$ cat src/rtl/ireq_arbiter.sv
// ireq_arbiter
//   Packet-atomic round-robin arbiter sharing the SRIO initiator-request
//   (ireq) AXI4-Stream channel between NUM_REQ request generators. One
//   requester is granted per packet. The grant is held until its tlast beat
//   handshakes. Forwarded packets are counted, and over-length packets set
//   a sticky error.
//
// Ports (all in the log_clk domain)
//   log_clk, log_rst          clock, async active-high reset
//   link_ready_in             SRIO link up; gates new grants only
//   req_t*_in / req_tready_o  per-requester streams, flattened by index
//   ireq_t*_o / ireq_tready_in  stream towards the SRIO core
//   grant_o                   one-hot current grant, zero when idle
//   busy_o                    a packet is granted
//   pkt_cnt_o                 packets forwarded, wraps at 2^16
//   err_o                     sticky over-length flag
//
// state | meaning
// ------+-----------------------------------------------------------
// IDLE  | no grant; arbitrate when the link is ready and a request is valid
// XFER  | requester gidx_q owns ireq until its tlast beat handshakes
module ireq_arbiter #(
  parameter int NUM_REQ   = 2,
  parameter int MAX_BEATS = 33
) (
  input  logic                    log_clk,
  input  logic                    log_rst,
  input  logic                    link_ready_in,
  input  logic [NUM_REQ-1:0]      req_tvalid_in,
  output logic [NUM_REQ-1:0]      req_tready_o,
  input  logic [NUM_REQ-1:0]      req_tlast_in,
  input  logic [64*NUM_REQ-1:0]   req_tdata_in,
  input  logic [8*NUM_REQ-1:0]    req_tkeep_in,
  input  logic [32*NUM_REQ-1:0]   req_tuser_in,
  output logic                    ireq_tvalid_o,
  input  logic                    ireq_tready_in,
  output logic                    ireq_tlast_o,
  output logic [63:0]             ireq_tdata_o,
  output logic [7:0]              ireq_tkeep_o,
  output logic [31:0]             ireq_tuser_o,
  output logic [NUM_REQ-1:0]      grant_o,
  output logic                    busy_o,
  output logic [15:0]             pkt_cnt_o,
  output logic                    err_o
);

  localparam int IW = (NUM_REQ > 1) ? $clog2(NUM_REQ) : 1;
  localparam int BW = $clog2(MAX_BEATS + 1);

  typedef enum logic {IDLE, XFER} state_t;

  state_t          state;
  logic [IW-1:0]   last_q;
  logic [IW-1:0]   gidx_q;
  logic [BW-1:0]   beat_q;

  logic [63:0]     data_a [NUM_REQ];
  logic [7:0]      keep_a [NUM_REQ];
  logic [31:0]     user_a [NUM_REQ];

  logic            win_vld;
  logic [IW-1:0]   win_idx;
  logic            xfer;
  logic            hs;

  // Unflatten the requester buses so the output mux is a plain array index.
  always_comb begin
    for (int i = 0; i < NUM_REQ; i++) begin
      data_a[i] = req_tdata_in[64*i +: 64];
      keep_a[i] = req_tkeep_in[8*i +: 8];
      user_a[i] = req_tuser_in[32*i +: 32];
    end
  end

  // Round-robin search: the first valid requester after the last winner.
  always_comb begin
    logic [IW-1:0] idx;
    win_vld = 1'b0;
    win_idx = '0;
    idx     = '0;
    for (int k = 1; k <= NUM_REQ; k++) begin
      idx = IW'((int'(last_q) + k) % NUM_REQ);
      if (!win_vld && req_tvalid_in[idx]) begin
        win_vld = 1'b1;
        win_idx = idx;
      end
    end
  end

  assign xfer = (state == XFER);

  // The datapath is a pure mux of the granted requester. A bubble or
  // backpressure therefore shows exactly what the requester drives.
  always_comb begin
    ireq_tvalid_o = 1'b0;
    ireq_tlast_o  = 1'b0;
    ireq_tdata_o  = '0;
    ireq_tkeep_o  = '0;
    ireq_tuser_o  = '0;
    req_tready_o  = '0;
    if (xfer) begin
      ireq_tvalid_o = req_tvalid_in[gidx_q];
      ireq_tlast_o  = req_tlast_in[gidx_q];
      ireq_tdata_o  = data_a[gidx_q];
      ireq_tkeep_o  = keep_a[gidx_q];
      ireq_tuser_o  = user_a[gidx_q];
      req_tready_o  = NUM_REQ'(ireq_tready_in) << gidx_q;
    end
  end

  assign hs = ireq_tvalid_o & ireq_tready_in;

  always_ff @(posedge log_clk or posedge log_rst) begin
    if (log_rst) begin
      state     <= IDLE;
      last_q    <= IW'(NUM_REQ - 1);
      gidx_q    <= '0;
      beat_q    <= '0;
      grant_o   <= '0;
      busy_o    <= 1'b0;
      pkt_cnt_o <= '0;
      err_o     <= 1'b0;
    end else begin
      case (state)
        IDLE: begin
          if (link_ready_in && win_vld) begin
            state   <= XFER;
            gidx_q  <= win_idx;
            grant_o <= NUM_REQ'(1) << win_idx;
            busy_o  <= 1'b1;
            beat_q  <= '0;
          end
        end
        XFER: begin
          if (hs) begin
            if (ireq_tlast_o) begin
              state     <= IDLE;
              last_q    <= gidx_q;
              grant_o   <= '0;
              busy_o    <= 1'b0;
              pkt_cnt_o <= pkt_cnt_o + 16'd1;
              beat_q    <= '0;
            end else begin
              if (beat_q != BW'(MAX_BEATS))
                beat_q <= beat_q + BW'(1);
              // The limit is reached without tlast. Flag it and let the
              // packet run on, so the requester and the core stay in step.
              if (beat_q == BW'(MAX_BEATS - 1))
                err_o <= 1'b1;
            end
          end
        end
        default: state <= IDLE;
      endcase
    end
  end

endmodule

$ cat config.mk
export PLATFORM = sky130hd
export DESIGN_NAME = ireq_arbiter
export DESIGN_NICKNAME = d
export VERILOG_FILES = /design/src/rtl/ireq_arbiter.sv
export SDC_FILE = /design/constraint.sdc
export NUM_CORES = 1
export LEC_CHECK = 0
export ABC_CLOCK_PERIOD_IN_PS = 2200
export BUFFER_PORTS_ARGS = -buffer_cell sky130_fd_sc_hd__buf_2
export CORE_AREA = 2 2 134 136
export CTS_BUF_LIST = sky130_fd_sc_hd__clkbuf_2
export CTS_CLUSTER_DIAMETER = 40
export DETAILED_ROUTE_END_ITERATION = 16
export DIE_AREA = 0 0 136 138
export HOLD_SLACK_MARGIN = 0.06
export SLEW_MARGIN = 25
export SYNTH_ARGS = -nofsm -noshare
export SYNTH_HDL_FRONTEND = slang
export SYNTH_SLANG_ARGS = --single-unit
$ cat constraint.sdc
create_clock -name log_clk -period 2.2 [get_ports log_clk]
set_input_delay 0.33 -clock log_clk [delete_from_list [all_inputs] [get_ports log_clk]]
set_output_delay 0.33 -clock log_clk [all_outputs]
set_load 0.01 [all_outputs]
Word level (Yosys, flattened, before mapping)
Index checks and enable logic that the tools add are counted.

storage, ports and cells
  flip-flop bits (word level) = 29
  bits of input ports = 216
  output and inout bits = 128
  word-level logic and storage cells = 80

cells by class
  add/subtract/negate cells = 4
  $lt $le $gt $ge = 4
  eq/ne operators = 6
  shifts and indexed selects = 2
  muxes and demuxes = 44
  bitwise operators = 4
  reduce and logical (&&, ||, !) cells = 8

operators with widths
  operator               count
  $mux 64                4
  $mux 32                4
  $mux 8                 4
  $mux 6                 4
  $mux 1                 20
  $add 16x1->16 const B  1
  $pmux 6 s2             1
  $reduce_and 3->1       3
  $mux 2                 4
  $add 6x1->6 const B    1
  $eq 6x6->1 const B     1
  $lt 1x2->1 const B     3
  $ne 6x6->1 const B     1
  $ne 2x2->1 const B     2
  $pmux 1 s2             2
  $pmux 2 s2             1
  $reduce_and 4->1       1
  $ne 3x2->1 const B     1
  $add 1x1->1 const B    2
  $ge 2x2->1 const B     1
  $logic_and 1x1->1      2
  $ne 2x1->1 const B     1
  $not 1->1              2
  $not 1->2              1
  other kinds (5)        5

Longest topological paths before layout
Gate-level depths: netlist (run 1).

  depth in word-level cells = 10
  gate-level depth with buffers = 6

Worst setup path before layout (run 1)
Ideal clock, no wire load.

  path type = register to output
  start point = register gidx_q
  end point = output ireq_tdata_o[57]
  data arrival time = 1644 ps
  required time = 1870 ps
  slack = 226 ps
  stages on the path, launching flop included = 6
  cells stage by stage = dfrtp_1 -> buf_4 -> clkbuf_1 -> buf_1 -> mux2i_1 -> nor2b_1

between the ends
  longest elaborated chain between the ends = 5

ends and longest elaborated chain
  element                                      RTL line  RTL
  from (decl)                                  54        logic [IW-1:0] gidx_q;
  from (signal assigned)                       128       gidx_q <= win_idx;
  $not 1->2 (implied by the code)              104       ireq_tdata_o = data_a[gidx_q];
  $mux 64 (implied by the code) (3 in series)  104
  $mux 64                                      101       if (xfer) begin
  to (decl)                                    38        output logic [63:0] ireq_tdata_o,

No other way between the ends. The select of a mux whose other input is x is not followed.

Worst setup path after layout (run 1)
  start point = register gidx_q
  end point = output ireq_tdata_o[29]

The elaborated chain is that of the path after synthesis.

==> results of run 1 <==
-- layer usage --
metal  up-vias  part of all wire, %
li1       1952                    -
met3        14                  9.2
met5         -                 0.19
met1      1817                   42
met4         4                 0.72
met2       143                   48
-- logic make-up (layout without fill, tap and decap cells) --
kind of cell / after synthesis / count (layout) / share of synthesized area [%]
multiplexers: 107 / 107 / 33.2
buffers and inverters: 31 / 369 / 3.81
other: 0 / 5 / 0
adder cells (fa/ha/maj): 4 / 4 / 1.55
AO/OA/AOI/OAI: 16 / 16 / 4.00
XOR/XNOR: 15 / 15 / 4.08
AND/OR/NAND/NOR: 166 / 166 / 30.8
flip-flops: 29 / 29 / 22.6
-- through the flow --
stage               utilization (%)  power, mW  std cells  hold slack, ns  worst slack (ns)
global placement               29.8       4.70        925           0.325             0.217
global route                   30.5       5.56        936           0.387            0.0289
floorplan                         -       3.24        368           0.407             0.226
CTS                            30.3       5.12        934           0.344            0.0273
detailed placement             29.8       4.72        925           0.321             0.223
finish                         30.6       5.15        940           0.353             0.111
-- path summary, 6_finish.rpt --
path,to,slack [ns],from,depth (start not counted)
max in group asynchronous,last_q,1.22,log_rst,4
worst max register to register,pkt_cnt_o[15],0.20,gidx_q,4
worst max-delay path,ireq_tdata_o[29],0.11,gidx_q,4
worst min-delay path,grant_o[0],0.35,req_tvalid_in[0],3
worst min register to register,pkt_cnt_o[15],0.47,pkt_cnt_o[15],1
min in group asynchronous,err_o,0.45,log_rst,3
-- worst register-to-register path: stages, from the launching register on --
cell and delay, ns:
dfrtp_4 0.57, mux2i_1 0.16, or4b_1 0.73, nor4_2 0.34, xor2_1 0.16
-- what timing repair did --
action / CTS / global route
resized for setup: 0 / 2
hold endpoints to repair: 8 / 0
endpoints found under the setup margin: 0 / 3
hold buffers: 1 / 0
-- flip-flops by register name, summed over array words and instances, names as in the netlist --
name       count
busy_o         1
state          1
beat_q         6
gidx_q         1
grant_o        2
last_q         1
pkt_cnt_o     16
err_o          1
-- cell type report --
cell class / count / area, µm² / area share, %
clock buffer: 5 / 25.0 / 0.467
timing repair buffer: 356 / 1870 / 34.9
inverter: 5 / 18.8 / 0.350
multi-input combinational: 308 / 2370 / 44.3
antenna: 5 / 12.5 / 0.233
sequential: 29 / 732 / 13.7
clock inverter: 3 / 41.3 / 0.770
tap: 229 / 287 / 5.35
-- where the power goes --
part	switching (mW)	leakage (nW)	internal (mW)
Combinational	2.06	2.50	1.90
Sequential	0.149	0.383	0.648
Clock	0.206	0.0366	0.188
-- placed cells by master, fill, tap and decap left out, types with 2 or more instances in the layout --
cell	Yosys	final
buf_4	1	8
and2_1	3	3
and3_1	5	5
nand2_1	15	15
and4_1	2	2
xor2_1	6	6
ha_1	4	4
buf_2	2	343
nand4_1	7	7
o2bb2ai_1	2	2
diode_2	0	5
nor3_1	6	6
nor2_1	7	7
inv_1	5	5
nor2b_1	106	106
mux2i_1	107	107
clkbuf_2	0	5
a21o_1	3	3
xnor2_1	9	9
a32o_1	2	2
o211ai_1	2	2
dfrtp_1	28	26
nand3_1	9	9
==> results.txt, run 1 <==
status -> finished, final reports clean
synthesized area per cell -> 8.76 µm²
gr ovfl total -> 0
Req. time, crit path -> 1.87 ns
DR vias/cell -> 4.18
skew final -> 0.0178 ns
worst vdd ir -> 0.535 mV
Leak Pwr -> 2.92 nW
Rel. slew slack -> 71.4%
I/O pin cnt -> 344
Arrival @ worst endpoint -> 1.76 ns
gr usage total -> 13.9%
crit-path cells -> buf_12, mux2i_1, nor2b_1, buf_2
clk_lat worst skew -> 0.38 ns
post-synth top area cell -> mux2i_1
area grow syn2layout -> 66.3%
CP delay by family, top -> flip-flops
WP buf/inv -> 2
GR Layer Usage met1 -> 17.1%
Initial Utilization -> 18.4%
Tightest Pin Transition -> 0.423 ns
Seq cells post-synth -> 29
die height -> 138 µm
Mapped Cells -> 368
final hold viol count -> 0
ANT nets after route -> 0
Num CTS Buffers -> 5
top cell type's share of synthesized area -> 33.2%
Hold WC Path Type -> primary input to register
Design Area, Final -> 5360 µm²
Setup TNS -> 0 ns
Netlist cell types -> 37
Area contributors post-synth -> mux2i_1 (33%), dfrtp_1 (22%), nor2b_1 (21%)
Setup CP Type -> register to primary output
routed length per instance -> 15.1 µm
Slew Viols, Final -> 0
Synth Warn # -> 0
Tcrit/Tclk final -> 94.9%
fmax -> 479 MHz
Post-CTS Setup Bufs -> 0
1st-iter DRT viols -> 75
max-cap viol count -> 0
GPL Wtd Cong -> 0.800
Reg clk slew, reported paths -> 0.15 ns
Post-synth ARST share -> 100%
endpoint class of the critical path -> primary output
DP Area -> 5230 µm²
unrepaired setup endpoints after global routing -> no
first-pass GRT wire length -> 20.8 mm
largest net degree at the start of global routing -> 61
most frequent cell after synthesis -> mux2i_1
Synth Cell Area -> 3220 µm²
H-Tree Depth -> 2
DR vias -> 3930
nets@finish -> 925
share of layout cells above drive strength 1 -> 52.0%
total length of routed wires -> 14.2 mm
post-route minimum period -> 2.09 ns
Seq/Total Area, Yosys -> 22.6%
core area -> 17500 µm²
syn_nets -> 588
clk buf depth -> 2
met3 Usage GRT -> 4.55%
top_reg_cell synth -> dfrtp_1
Power Density -> 961 nW/µm²
initial antenna violation count -> 5
CTS tree -> built
row cnt -> 49
Synth top cells by count -> mux2i_1 (107), nor2b_1 (106), dfrtp_1 (28), clkbuf_1 (22), nand2_1 (15)
clock sink count -> 29
M2 GR Usage -> 24.0%
Residual DRC -> 0
IO Port Bufs -> 343
fillers -> 1896
Worst path max stage delay -> 0.53 ns
number of synthesized flops with an enable pin -> 0
number of global-route vias before repair -> 3751
Critical Path Start Type -> register
grt peak-use layer -> met2
root buffer cell -> clkbuf_2
post-DP HPWL -> 11.7 mm
router iterations before antenna repair -> 4
die footprint -> 18800 µm²
Die W -> 136 µm
crit-path max FO -> 50
crit path max-delay cell type -> dfrtp_4
setup violators final -> 0
(Power assumes the default switching activity.)
==> run 2: changes to the inputs <==
--- a/config.mk
+++ b/config.mk
@@ -13,6 +13,7 @@
 export DETAILED_ROUTE_END_ITERATION = 16
 export DIE_AREA = 0 0 136 138
 export HOLD_SLACK_MARGIN = 0.06
+export SETUP_SLACK_MARGIN = 0.5
 export SLEW_MARGIN = 25
 export SYNTH_ARGS = -nofsm -noshare
 export SYNTH_HDL_FRONTEND = slang
==> run 2 against run 1 <==
- sequential share of layout area is 1.1 points lower
- power is 15% higher
- clock power about the same
- combinational power up 19%
- core utilization is 2.6 points higher
- sequential cell count is the same
- largest power group unchanged
- worst setup slack improved by 0.053 ns
==> results.txt, run 2 (synthesis results as in run 1) <==
share of layout cells above drive strength 1 -> 56.2% (was 52.0%)
fmax -> 491 MHz (was 479 MHz)
1st-iter DRT viols -> 111 (was 75)
routed length per instance -> 15.8 µm (was 15.1 µm)
initial antenna violation count -> 4 (was 5)
Req. time, crit path -> 1.87 ns (about the same)
die height -> 138 µm (unchanged)
Reg clk slew, reported paths -> 0.18 ns (was 0.15 ns)
post-route minimum period -> 2.04 ns (was 2.09 ns)
Placed Cells -> 923 (was 925)
nets@finish -> 940 (was 925)
IO Port Bufs -> 343 (unchanged)
GPL Wtd Cong -> 0.792 (was 0.800)
most frequent cells in the layout -> buf_2 (341), nor2b_1 (105), mux2i_1 (100) (was buf_2 (343), mux2i_1 (107), nor2b_1 (106))
H-Tree Depth -> 2 (unchanged)
total length of routed wires -> 15.0 mm (was 14.2 mm)
Tightest Pin Transition -> 0.440 ns (was 0.423 ns)
Num CTS Buffers -> 5 (unchanged)
R2R Path Start -> gidx_q (unchanged)
Top reg by flops -> pkt_cnt_o (unchanged)
final hold viol count -> 0 (unchanged)
Arrival @ worst endpoint -> 1.71 ns (was 1.76 ns)
commonest non-fill, non-tap cell in the layout -> buf_2 (unchanged)
clock sink count -> 29 (unchanged)
post-DP HPWL -> 11.3 mm (was 11.7 mm)
crit-path max FO -> 30 (was 50)
unrepaired setup endpoints after global routing -> yes (was no)
clk buf depth -> 2 (unchanged)
Setup CP Type -> register to primary output (unchanged)
first-pass GRT wire length -> 21.6 mm (was 20.8 mm)
status -> finished, final reports clean (unchanged)
Largest register FFs -> 16 (unchanged)
gr usage total -> 14.8% (was 13.9%)
row cnt -> 49 (unchanged)
Largest regs -> pkt_cnt_o (16), beat_q (6), grant_o (2) (unchanged)
ANT nets after route -> 0 (unchanged)
Rel. slew slack -> 70.3% (was 71.4%)
Setup TNS -> 0 ns (unchanged)
router iterations before antenna repair -> 4 (unchanged)
skew final -> 0.0199 ns (was 0.0178 ns)
Register-to-Register Path Depth -> 5 (was 4)
DR vias -> 3980 (was 3930)
Power Density -> 1020 nW/µm² (was 961 nW/µm²)
root buffer cell -> clkbuf_2 (unchanged)
Critical Path Start Type -> register (unchanged)
max-cap viol count -> 0 (unchanged)
Slew Viols, Final -> 0 (unchanged)
Worst Hold Depth -> 3 (unchanged)
Leak Pwr -> 3.12 nW (was 2.92 nW)
setup violators final -> 0 (unchanged)
hold_sp -> req_tvalid_in[0] (unchanged)
I/O pin cnt -> 344 (unchanged)
Die W -> 136 µm (unchanged)
Hold WC Path Type -> primary input to register (unchanged)
worst r2r dst -> pkt_cnt_o[5] (was pkt_cnt_o[15])
fin cells -> 952 (was 940)
Initial Utilization -> 18.4% (unchanged)
total power -> 5.93 mW (was 5.15 mW)
DR vias/cell -> 4.18 (about the same)
area grow syn2layout -> 80.3% (was 66.3%)
CTS tree -> built (unchanged)
core area -> 17500 µm² (unchanged)
gr ovfl total -> 0 (unchanged)
FF-to-FF setup slack -> 0.21 ns (was 0.20 ns)
worst vdd ir -> 0.764 mV (was 0.535 mV)
Worst Hold End -> grant_o[0] (unchanged)
clk_lat worst skew -> 0.37 ns (was 0.38 ns)
Residual DRC -> 0 (unchanged)
endpoint class of the critical path -> primary output (unchanged)
Tcrit/Tclk final -> 92.5% (was 94.9%)
number of global-route vias before repair -> 3805 (was 3751)
die footprint -> 18800 µm² (unchanged)
largest net degree at the start of global routing -> 63 (was 61)
-- run 2: cell count changes in the layout (fill, tap and decap cells not counted), sizes merged --
cell,before,now
diode,5,2
buf,354,369
or4b,1,2
clkbuf,6,5
-- run 2: metrics by stage --
step | hold slack [ns] | area (µm²) | util, % | setup slack (ns)
after floorplan | 0.407 | 3260 | - | 0.387
after global placement | 0.426 | 5240 | 29.9 | 0.187
after detailed placement | 0.426 | 5240 | 29.9 | 0.148
after CTS | 0.338 | 5700 | 32.5 | 0.148
after global routing | 0.386 | 5800 | 33.1 | 0.0958
final | 0.352 | 5810 | 33.1 | 0.165
-- run 2: power breakdown --
group          total (mW)  internal (mW)  leakage [nW]  switching [mW]
registers           0.806          0.647         0.383           0.159
clock network       0.396          0.188        0.0366           0.208
logic                4.73           2.43          2.70            2.30
total                5.93           3.27          3.12            2.66
-- run 2: how the worst max path moves through the flow --
stage,to,start,cells past startpoint
after floorplan,pkt_cnt_o[14],gidx_q,6
after global placement,pkt_cnt_o[14],gidx_q,4
after detailed placement,pkt_cnt_o[8],gidx_q,4
after CTS,ireq_tuser_o[15],gidx_q,4
after global routing,ireq_tuser_o[23],state,3
final,ireq_tuser_o[15],gidx_q,4
-- run 2: critical path: stages (launching register included) --
cell and delay (ns):
dfrtp_4 0.56, buf_16 0.24, mux2i_1 0.30, nor2b_1 0.07
buf_2 0.14
-- run 2: metal layers --
metal / track usage [%] / vias to the layer above / wire length, µm
met3: 3.34 / 10 / 1260
met4: 1.48 / 2 / 63
met5: 0 / - / 13
met2: 25.6 / 162 / 7240
met1: 19.4 / 1816 / 6450
li1: - / 1990 / -
-- run 2: cell type report --
type                            instances  area (µm²)
Inverter                                5        18.8
Sequential cell                        29         732
Fill cell                            1877       11700
Timing Repair Buffer                  370        2180
Multi-Input combinational cell        309        2520
Clock inverter                          3        41.3
Antenna cell                            2        5.00
Tap cell                              229         287
Clock buffer                            5        25.0
-- run 2: repair_timing --
item                                   in CTS  in global routing
pin swaps                                   2                  6
endpoints found under the hold margin      28                  0
hold buffers                                1                  0
cloned                                      9                  0
buffers inserted                            6                  3
resized for setup                          25                 22
setup endpoints to repair                 118                136
==> run 3: changes to the inputs <==
--- a/config.mk
+++ b/config.mk
@@ -5,13 +5,13 @@
 export SDC_FILE = /design/constraint.sdc
 export NUM_CORES = 1
 export LEC_CHECK = 0
-export ABC_CLOCK_PERIOD_IN_PS = 2200
+export ABC_CLOCK_PERIOD_IN_PS = 1650
 export BUFFER_PORTS_ARGS = -buffer_cell sky130_fd_sc_hd__buf_2
-export CORE_AREA = 2 2 134 136
+export CORE_AREA = 2 2 132 134
 export CTS_BUF_LIST = sky130_fd_sc_hd__clkbuf_2
 export CTS_CLUSTER_DIAMETER = 40
 export DETAILED_ROUTE_END_ITERATION = 16
-export DIE_AREA = 0 0 136 138
+export DIE_AREA = 0 0 134 136
 export HOLD_SLACK_MARGIN = 0.06
 export SETUP_SLACK_MARGIN = 0.5
 export SLEW_MARGIN = 25
==> constraint.sdc (replaced) <==
create_clock -name log_clk -period 1.65 [get_ports log_clk]
set_input_delay 0 -clock log_clk [delete_from_list [all_inputs] [get_ports log_clk]]
set_output_delay 0 -clock log_clk [all_outputs]
set_load 0.01 [all_outputs]
==> run 3 against run 2 <==
- the run now ends with setup timing left
- sequential cell count is the same
- clock power decreased by 10%
- routed wire length rose by 7.9%
- cell count up 2.8%
- critical path depth grew 1
- sequential share of layout area is 0.77 points lower
- via count up 4.1%
- clock skew about the same
- cell area grew 6.5%
- critical endpoint is now pkt_cnt_o[8]
- sequential power increased by 29%
- worst setup slack worse by 0.37 ns
==> results.txt, run 3 (synthesis results as in run 1) <==
fmax -> 540 MHz
first-pass GRT wire length -> 21.7 mm (was 21.6 mm)
1st-iter DRT viols -> 109 (was 111)
router iterations before antenna repair -> 4 (unchanged)
Setup TNS -> -4.73 ns (was 0 ns)
clk_lat worst skew -> 0.35 ns (was 0.37 ns)
Placed Cells -> 934 (was 923)
fin cells -> 979 (was 952)
final hold viol count -> 0 (unchanged)
core area -> 16900 µm² (was 17500 µm²)
Slew Viols, Final -> 0 (unchanged)
WL met3 -> 1.13 mm (was 1.26 mm)
routed length per instance -> 16.5 µm (was 15.8 µm)
worst setup path startpoint -> gidx_q (unchanged)
die footprint -> 18200 µm² (was 18800 µm²)
Leak Pwr -> 3.34 nW (was 3.12 nW)
skew final -> 0.0195 ns (was 0.0199 ns)
Worst Hold End -> grant_o[0] (unchanged)
Critical Path Start Type -> register (unchanged)
Tightest Pin Transition -> 0.374 ns (was 0.440 ns)
Register-to-Register Path Depth -> 5 (unchanged)
Storage cell area -> 732 µm² (unchanged)
Largest regs -> pkt_cnt_o (16), beat_q (6), grant_o (2) (unchanged)
worst r2r dst -> pkt_cnt_o[8] (was pkt_cnt_o[5])
post-DP HPWL -> 11.6 mm (was 11.3 mm)
clock sink count -> 29 (unchanged)
met2 WL -> 7.49 mm (was 7.24 mm)
Power Density -> 1400 nW/µm² (was 1020 nW/µm²)
unrepaired setup endpoints after global routing -> yes (unchanged)
largest net degree at the start of global routing -> 58 (was 63)
IO Port Bufs -> 343 (unchanged)
Req. time, crit path -> 1.94 ns (was 1.87 ns)
metal1 wirelength -> 7.48 mm (was 6.45 mm)
Setup WS post-layout -> -0.202 ns (was 0.165 ns)
area grow syn2layout -> 92.0% (was 80.3%)
die height -> 136 µm (was 138 µm)
fillers -> 1758 (was 1877)
Residual DRC -> 0 (unchanged)
most frequent cells in the layout -> buf_2 (342), nor2b_1 (105), mux2i_1 (98) (was buf_2 (341), nor2b_1 (105), mux2i_1 (100))
Num CTS Buffers -> 5 (unchanged)
FF-to-FF setup slack -> -0.20 ns (was 0.21 ns)
hold_sp -> req_tvalid_in[0] (unchanged)
Setup CP Type -> register to register (was register to primary output)
R2R Path Start -> gidx_q (unchanged)
clk buf depth -> 2 (unchanged)
failing checks -> setup timing
nets@finish -> 971 (was 940)
I/O pin cnt -> 344 (unchanged)
Rel. slew slack -> 75.0% (was 70.3%)
GPL Wtd Cong -> 0.811 (was 0.792)
share of layout cells above drive strength 1 -> 58.5% (was 56.2%)
DR vias/cell -> 4.23 (was 4.18)
number of global-route vias before repair -> 3628 (was 3805)
Hold WC Path Type -> primary input to register (unchanged)
initial antenna violation count -> 6 (was 4)
Initial Utilization -> 19.1% (was 18.4%)
Largest register FFs -> 16 (unchanged)
total length of routed wires -> 16.2 mm (was 15.0 mm)
area of the multi-input gates -> 2580 µm² (was 2520 µm²)
Tcrit/Tclk final -> 112%
Top reg by flops -> pkt_cnt_o (unchanged)
row cnt -> 48 (was 49)
status -> finished, violations left (was finished, final reports clean)
H-Tree Depth -> 2 (unchanged)
Top Metal Used -> met5 (unchanged)
worst vdd ir -> 0.741 mV (was 0.764 mV)
commonest non-fill, non-tap cell in the layout -> buf_2 (unchanged)
Worst Hold Depth -> 3 (unchanged)
Die W -> 134 µm (was 136 µm)
endpoint class of the critical path -> register (was primary output)
gr ovfl total -> 0 (unchanged)
crit-path max FO -> 5 (was 30)
setup violators final -> 89 (was 0)
ANT nets after route -> 0 (unchanged)
pre-CTS worst setup slack -> -0.183 ns (was 0.148 ns)
gr usage total -> 15.5% (was 14.8%)
CTS tree -> built (unchanged)
root buffer cell -> clkbuf_2 (unchanged)
Arrival @ worst endpoint -> 2.14 ns (was 1.71 ns)
post-route minimum period -> 1.85 ns
DR vias -> 4142 (was 3980)
max-cap viol count -> 0 (unchanged)
Reg clk slew, reported paths -> 0.16 ns (was 0.18 ns)
-- run 3: cell count changes in the layout (fill, tap and decap cells not counted), sizes merged --
cell	previous run	this run
buf	369	399
bufbuf	0	1
bufinv	1	0
clkbuf	5	8
clkinvlp	1	0
or4b	2	1
-- run 3: routing by layer --
layer / track usage, % / vias to the layer above
met5: 0 / -
met4: 1.89 / 2
met3: 4.14 / 10
met2: 24.6 / 157
met1: 21.6 / 1920
li1: - / 2053
-- run 3: repair_timing --
item	in CTS	in global routing
cloned	11	1
endpoints found under the setup margin	137	137
hold buffers	1	0
endpoints found under the hold margin	29	0
pin swaps	4	4
setup buffers	7	15
gates resized for setup	50	17
-- run 3: worst max-delay path by stage --
stage	slack, ns	endpoint	cells after the start
2_1_floorplan	-0.12	pkt_cnt_o[11]	5
3_3_place_gp	-0.15	pkt_cnt_o[8]	5
3_5_place_dp	-0.18	pkt_cnt_o[12]	5
4_1_cts	-0.19	pkt_cnt_o[8]	5
5_1_grt	-0.25	pkt_cnt_o[15]	5
6_report	-0.20	pkt_cnt_o[8]	5
-- run 3: cell type report --
| cell class | instances | share of cell area (%) |
|---|---|---|
| Tap cell | 225 | 4.55 |
| Clock inverter | 1 | 0.0607 |
| Antenna cell | 2 | 0.0809 |
| Multi-Input combinational cell | 308 | 41.7 |
| Clock buffer | 7 | 0.566 |
| Timing Repair Buffer | 402 | 40.9 |
| Sequential cell | 29 | 11.8 |
| Inverter | 5 | 0.303 |
-- run 3: critical path: stages (launching register included) --
cell and delay [ns]:
dfrtp_4 0.58, mux2i_4 0.21, or4b_4 0.53, buf_6 0.16
nor3_4 0.16, xor2_1 0.16
-- run 3: where the power goes --
group          switching (mW)  total [mW]  internal (mW)
clock network           0.241       0.355          0.114
logic                    3.40        7.26           3.86
registers               0.174        1.04          0.864
total                    3.81        8.65           4.84
-- run 3: metrics by stage --
stage / power, mW / util, % / hold slack (ns) / instance area [µm²]
final: 8.65 / 36.7 / 0.0974 / 6190
after global routing: 9.21 / 36.6 / 0.0857 / 6180
after CTS: 8.29 / 35.3 / 0.0691 / 5960
after detailed placement: 6.47 / 31.9 / 0.0957 / 5380
after global placement: 6.42 / 31.9 / 0.0920 / 5380
after floorplan: 4.40 / - / 0.0774 / 3300
